--- src/rtl/apb_add_slave.sv ---
// rtl/apb_add_slave.sv - APB completer holding a 32-bit accumulator, sticky overflow flag and add counter
//
// Purpose:
//   Responder end of the add-master link. Serves a 16-byte register window at
//   BASE_ADDR on the APB bus:
//     0x0 ACC   r/w  read returns acc; write adds pwdata (mod 2^32), carry sets ovf,
//                    and the accepted-add counter increments
//     0x4 CTRL  r/w  read returns {31'b0, ovf}; write with bit0=1 clears acc and ovf
//     0x8 COUNT r/o  read returns the accepted-add counter, zero-extended
//     0xC, misaligned offsets and out-of-window addresses answer with pslverr
//   Each transfer may be stretched by WAIT_STATES access cycles with pready low.
//
// Ports:
//   pclk     in   APB clock, all state updates on the rising edge
//   preset   in   synchronous active-high reset
//   psel     in   slave select
//   penable  in   access phase
//   paddr    in   [31:0] byte address
//   pwrite   in   1 = write, 0 = read
//   pwdata   in   [31:0] write data
//   prdata   out  [31:0] read data, non-zero only on a completing good read
//   pready   out  transfer completion
//   pslverr  out  error response, only together with pready

module apb_add_slave #(
    parameter logic [31:0] BASE_ADDR   = 32'hA000,
    parameter int          WAIT_STATES = 0,
    parameter int          CNT_WIDTH   = 16
) (
    input  logic        pclk,
    input  logic        preset,
    input  logic        psel,
    input  logic        penable,
    input  logic [31:0] paddr,
    input  logic        pwrite,
    input  logic [31:0] pwdata,
    output logic [31:0] prdata,
    output logic        pready,
    output logic        pslverr
);

    typedef enum logic {
        IDLE   = 1'b0,
        ACCESS = 1'b1
    } state_t;

    localparam logic [3:0] OFF_ACC   = 4'h0;
    localparam logic [3:0] OFF_CTRL  = 4'h4;
    localparam logic [3:0] OFF_COUNT = 4'h8;

    state_t                 state_q, state_d;
    logic [3:0]             wait_q,  wait_d;
    logic [31:0]            acc_q,   acc_d;
    logic                   ovf_q,   ovf_d;
    logic [CNT_WIDTH-1:0]   cnt_q,   cnt_d;

    logic        in_window;
    logic [3:0]  offset;
    logic        access_err;
    logic        complete;
    logic [32:0] sum;
    logic [31:0] rd_value;

    // Address decode only looks at paddr/pwrite so the response is known
    // before the data phase ends; pwdata never reaches an output.
    always_comb begin
        in_window  = (paddr[31:4] == BASE_ADDR[31:4]);
        offset     = paddr[3:0];
        access_err = 1'b0;
        if (!in_window || (offset[1:0] != 2'b00)) begin
            access_err = 1'b1;
        end else begin
            case (offset)
                OFF_ACC:   access_err = 1'b0;
                OFF_CTRL:  access_err = 1'b0;
                OFF_COUNT: access_err = pwrite;
                default:   access_err = 1'b1;
            endcase
        end
    end

    always_comb begin
        rd_value = 32'h0;
        case (offset)
            OFF_ACC:   rd_value = acc_q;
            OFF_CTRL:  rd_value = {31'h0, ovf_q};
            OFF_COUNT: rd_value = 32'(cnt_q);
            default:   rd_value = 32'h0;
        endcase
    end

    // The completing cycle is the last ACCESS cycle with the wait counter
    // drained; reset forces it low so nothing is answered or committed.
    assign complete = !preset && (state_q == ACCESS) && psel && penable && (wait_q == 4'd0);

    assign pready  = complete;
    assign pslverr = complete && access_err;
    assign prdata  = (complete && !pwrite && !access_err) ? rd_value : 32'h0;

    // 33-bit sum so the carry-out into the sticky flag is explicit.
    assign sum = {1'b0, acc_q} + {1'b0, pwdata};

    always_comb begin
        state_d = state_q;
        wait_d  = wait_q;
        acc_d   = acc_q;
        ovf_d   = ovf_q;
        cnt_d   = cnt_q;

        case (state_q)
            IDLE: begin
                // A psel+penable sample without a setup phase is ignored.
                if (psel && !penable) begin
                    state_d = ACCESS;
                    wait_d  = 4'(WAIT_STATES);
                end
            end
            ACCESS: begin
                if (!psel) begin
                    // Master dropped the transfer: no commit, no response.
                    state_d = IDLE;
                    wait_d  = 4'd0;
                end else if (penable) begin
                    if (wait_q != 4'd0) begin
                        wait_d = wait_q - 4'd1;
                    end else begin
                        state_d = IDLE;
                        if (pwrite && !access_err) begin
                            case (offset)
                                OFF_ACC: begin
                                    acc_d = sum[31:0];
                                    ovf_d = ovf_q | sum[32];
                                    cnt_d = cnt_q + CNT_WIDTH'(1);
                                end
                                OFF_CTRL: begin
                                    if (pwdata[0]) begin
                                        acc_d = 32'h0;
                                        ovf_d = 1'b0;
                                    end
                                end
                                default: begin
                                end
                            endcase
                        end
                    end
                end
            end
            default: begin
                state_d = IDLE;
            end
        endcase
    end

    always_ff @(posedge pclk) begin
        if (preset) begin
            state_q <= IDLE;
            wait_q  <= 4'd0;
            acc_q   <= 32'h0;
            ovf_q   <= 1'b0;
            cnt_q   <= '0;
        end else begin
            state_q <= state_d;
            wait_q  <= wait_d;
            acc_q   <= acc_d;
            ovf_q   <= ovf_d;
            cnt_q   <= cnt_d;
        end
    end

endmodule
--- config.mk ---
export PLATFORM = sky130hd
export DESIGN_NAME = apb_add_slave
export DESIGN_NICKNAME = d
export VERILOG_FILES = /design/src/rtl/apb_add_slave.sv
export SDC_FILE = /design/constraint.sdc
export NUM_CORES = 1
export LEC_CHECK = 0
export BUFFER_PORTS_ARGS = -buffer_cell sky130_fd_sc_hd__buf_4
export CELL_PAD_IN_SITES_DETAIL_PLACEMENT = 0
export CELL_PAD_IN_SITES_GLOBAL_PLACEMENT = 2
export CORE_MARGIN = 3
export CORE_UTILIZATION = 33
export DETAILED_ROUTE_END_ITERATION = 6
export MAX_ROUTING_LAYER = met4
export PLACE_DENSITY_LB_ADDON = 0.05
export SLEW_MARGIN = 20
export SYNTH_ARGS = -nofsm -noshare
export SYNTH_HDL_FRONTEND = slang
export SYNTH_SLANG_ARGS = --single-unit
--- constraint.sdc ---
create_clock -name pclk -period 7.3 [get_ports pclk]
set_clock_uncertainty 0.2 [all_clocks]
set_input_delay 1.095 -clock pclk [delete_from_list [all_inputs] [get_ports pclk]]
set_output_delay 1.095 -clock pclk [all_outputs]
set_load 0.02 [all_outputs]
==> metrics.csv <==
metric;value;unit
synth_flop_cell;dfxtp_1;
cts_max_level;2;
syn_avg_cell_area;7.67;sq um
yosys_warnings;0;
min_from;acc_q[23];
cts_hold_buf;0;
die_w;120;um
nets;753;
cts_tree;yes;
critPathArrivalTime;3.43;ns
power.internal;0.501;mW
drt_iter0_markers;216;
sw_frac_of_total;24.3;%
io_pins;103;
yosysUniqueCellTypes;59;
crit_type;input pin to primary output;
ys_ff_latch;54;
pwr-share-clk;41.5;%
combPwrFrac;13.5;%
r2r_end;acc_q[30];
post-route-period-util;64.8;%
rsz0062_at_grt;false;
grt_pass1_vias;4199;
clock_latency;0.30;ns
ys_seq_area_share;25.4;%
grt_overflow;0;
rr_worst_depth;8;
synthAdderAreaFrac;10.5;%
numCtsBuffers;5;
tns;0;ns
drive_gt1_share;19.2;%
cp-start-kind;input pin;
dpl.hpwl;10300;um
min_to;acc_q[23];
die_area;0.0143;sq mm
path_clk_slew;0.07;ns
grt_usage;18.2;%
grt_pass1_wl;20700;um
synth_simple_gate_area_share;28.5;%
slowest_delay;0.44;ns
wl_per_cell;15.9;um
ant_nets;0;
fp.coreArea;0.0123;sq mm
route.met2.wl;6660;um
setup_viol;0;
finalCriticalPeriod;4.73;ns
grt_max_degree;42;
crit_fanout;17;
synth.area.mux_share;0.470;%
synth_compound_area_share;24.4;%
maxCapViolations;0;
clockBufferDepth;2;
multi_input_area;0.00302;sq mm
wirelength;13000;um
seqCellArea;0.00108;sq mm
vias_per_cell;5.25;
ctsResizeCount;0;
holdPathStages;2;
r2r_start;wait_q[0];
clkSinkCount;54;
async_flop_share;0;%
io_buffer_count;102;
synthCells;555;
start_util;34.6;%
gp_congestion;0.838;
syn2layout_area_growth;25.6;%
met3_length;498;um
synth_xor_xnor_area_share;7.20;%
drt-met1-wl;5690;um
power_frac_seq;45.0;%
final.setup.worst_slack;2.57;ns
synth_top_family_by_area;simple AND/OR/NAND/NOR gates;
timing.fmax;211;MHz
p_leak;2.28;nW
row_count;40;
peakVddDrop;70.3;uV
powerDensity;124;mW/mm^2
final_hold_viol_count;0;
syn_area;0.00426;sq mm
startpoint;paddr[29];
relSlewSlack;33.0;%
synth_edf_count;0;
drc;0;
drt_first_pass_iters;4;
hold_class;flop to flop;
place_ws;2.52;ns
antenna_found_initial;0;
vias;4297;
end_kind;primary output;
synth_nets;659;
layout_common_cells;buf_4, nor2_1, nand2_1, dfxtp_1, a21oi_1;
slew_violations;0;
die_height;120;um
post_cts_buffers;0;
nFillCells;1299;
crit_chain;buf_4 > nor4_2 > nand4_1 > nor4_4 > nand3b_2 > nor4_2 > buf_4 > and2_1 > buf_4;
required;6.00;ns
layout_commonest_cell;buf_4;
cts_root_buf;clkbuf_16;
cp_common_cell;buf_4;
r2r_slack;4.13;ns
p_sw;0.161;mW
status;completed;
dr.max_layer_used;met4;
worst_pin_slew;0.999;ns
num_antenna_cells;0;
slowest_stage;nor4_4;
final cells by class:
cell class | count | area share (%)
Clock buffer | 5 | 2.34
Timing Repair Buffer | 105 | 14.7
Clock inverter | 3 | 0.749
Inverter | 21 | 1.47
Tap cell | 168 | 3.93
Multi-Input combinational cell | 462 | 56.6
Sequential cell | 54 | 20.2
through the flow:
step	hold WS, ns	util, %	total power [mW]	cells	area (sq um)
2_1_floorplan	0.238	-	0.350	555	4260
3_3_place_gp	0.251	42.1	0.393	810	5180
3_5_place_dp	0.260	42.1	0.394	810	5180
4_1_cts	0.271	43.4	0.674	818	5350
5_1_grt	0.287	43.4	0.693	818	5350
6_report	0.265	43.4	0.662	818	5350
sequential cells by signal, summed over array words and instances (netlist names):
signal	flops
cnt_q	16
ovf_q	1
state_q	1
acc_q	32
wait_q	4
critical path: cells and delay by family:
kind                   cells  cell delay, ns
buffers and inverters      3            0.51
and+or+nand+nor            6            1.83
how the worst max path moves through the flow:
stage                       endpoint  slack, ns  cells after the start
after global placement    prdata[29]       2.54                      9
after global routing      prdata[16]       2.38                      9
after detailed placement  prdata[16]       2.52                      9
after floorplan           prdata[21]       3.11                      6
after CTS                 prdata[16]       2.52                      9
final                     prdata[16]       2.57                      9
logic make-up after synthesis:
family                   count (synthesis)
AND/OR/NAND/NOR                        228
AO/OA/AOI/OAI                          162
flip-flops                              54
buffers and inverters                   39
XOR/XNOR                                35
adder cells (fa/ha/maj)                 35
multiplexers                             2
power groups by stage:
stage | sequential (mW) | combinational (mW) | clock [mW]
2_1_floorplan | 0.304 | 0.0462 | 0
3_3_place_gp | 0.305 | 0.0887 | 0
3_5_place_dp | 0.305 | 0.0897 | 0
4_1_cts | 0.298 | 0.0899 | 0.286
5_1_grt | 0.298 | 0.100 | 0.295
6_report | 0.298 | 0.0893 | 0.275
cell usage after synthesis (all sizes together) (2+ instances only):
cell,instances,area (sq um)
a211o,3,26.3
a211oi,6,45.0
a21o,12,90.1
a21oi,44,220
a22oi,29,218
a31oi,2,12.5
and2,24,150
and3,11,68.8
and4,4,35.0
buf,4,21.3
clkbuf,14,52.6
dfxtp,54,1080
ha,34,425
inv,21,78.8
mux2i,2,20.0
nand2,57,214
nand2b,3,18.8
nand3,16,92.6
nand4,11,83.8
nor2,57,214
nor2b,5,31.3
nor3,9,55.1
nor4,12,103
o211a,2,20.0
o211ai,7,52.6
o21a,6,45.0
o21ai,40,200
o31ai,3,36.3
or2,2,12.5
or3,8,50.1
or4,2,18.8
or4b,2,20.0
xnor2,20,175
xor2,15,131
metal layers:
metal | track usage (%) | up-vias
met2 | 32.6 | 81
li1 | - | 2211
met5 | - | -
met3 | 3.16 | 13
met4 | 4.22 | 0
met1 | 21.3 | 1992
(Power assumes the default switching activity.)
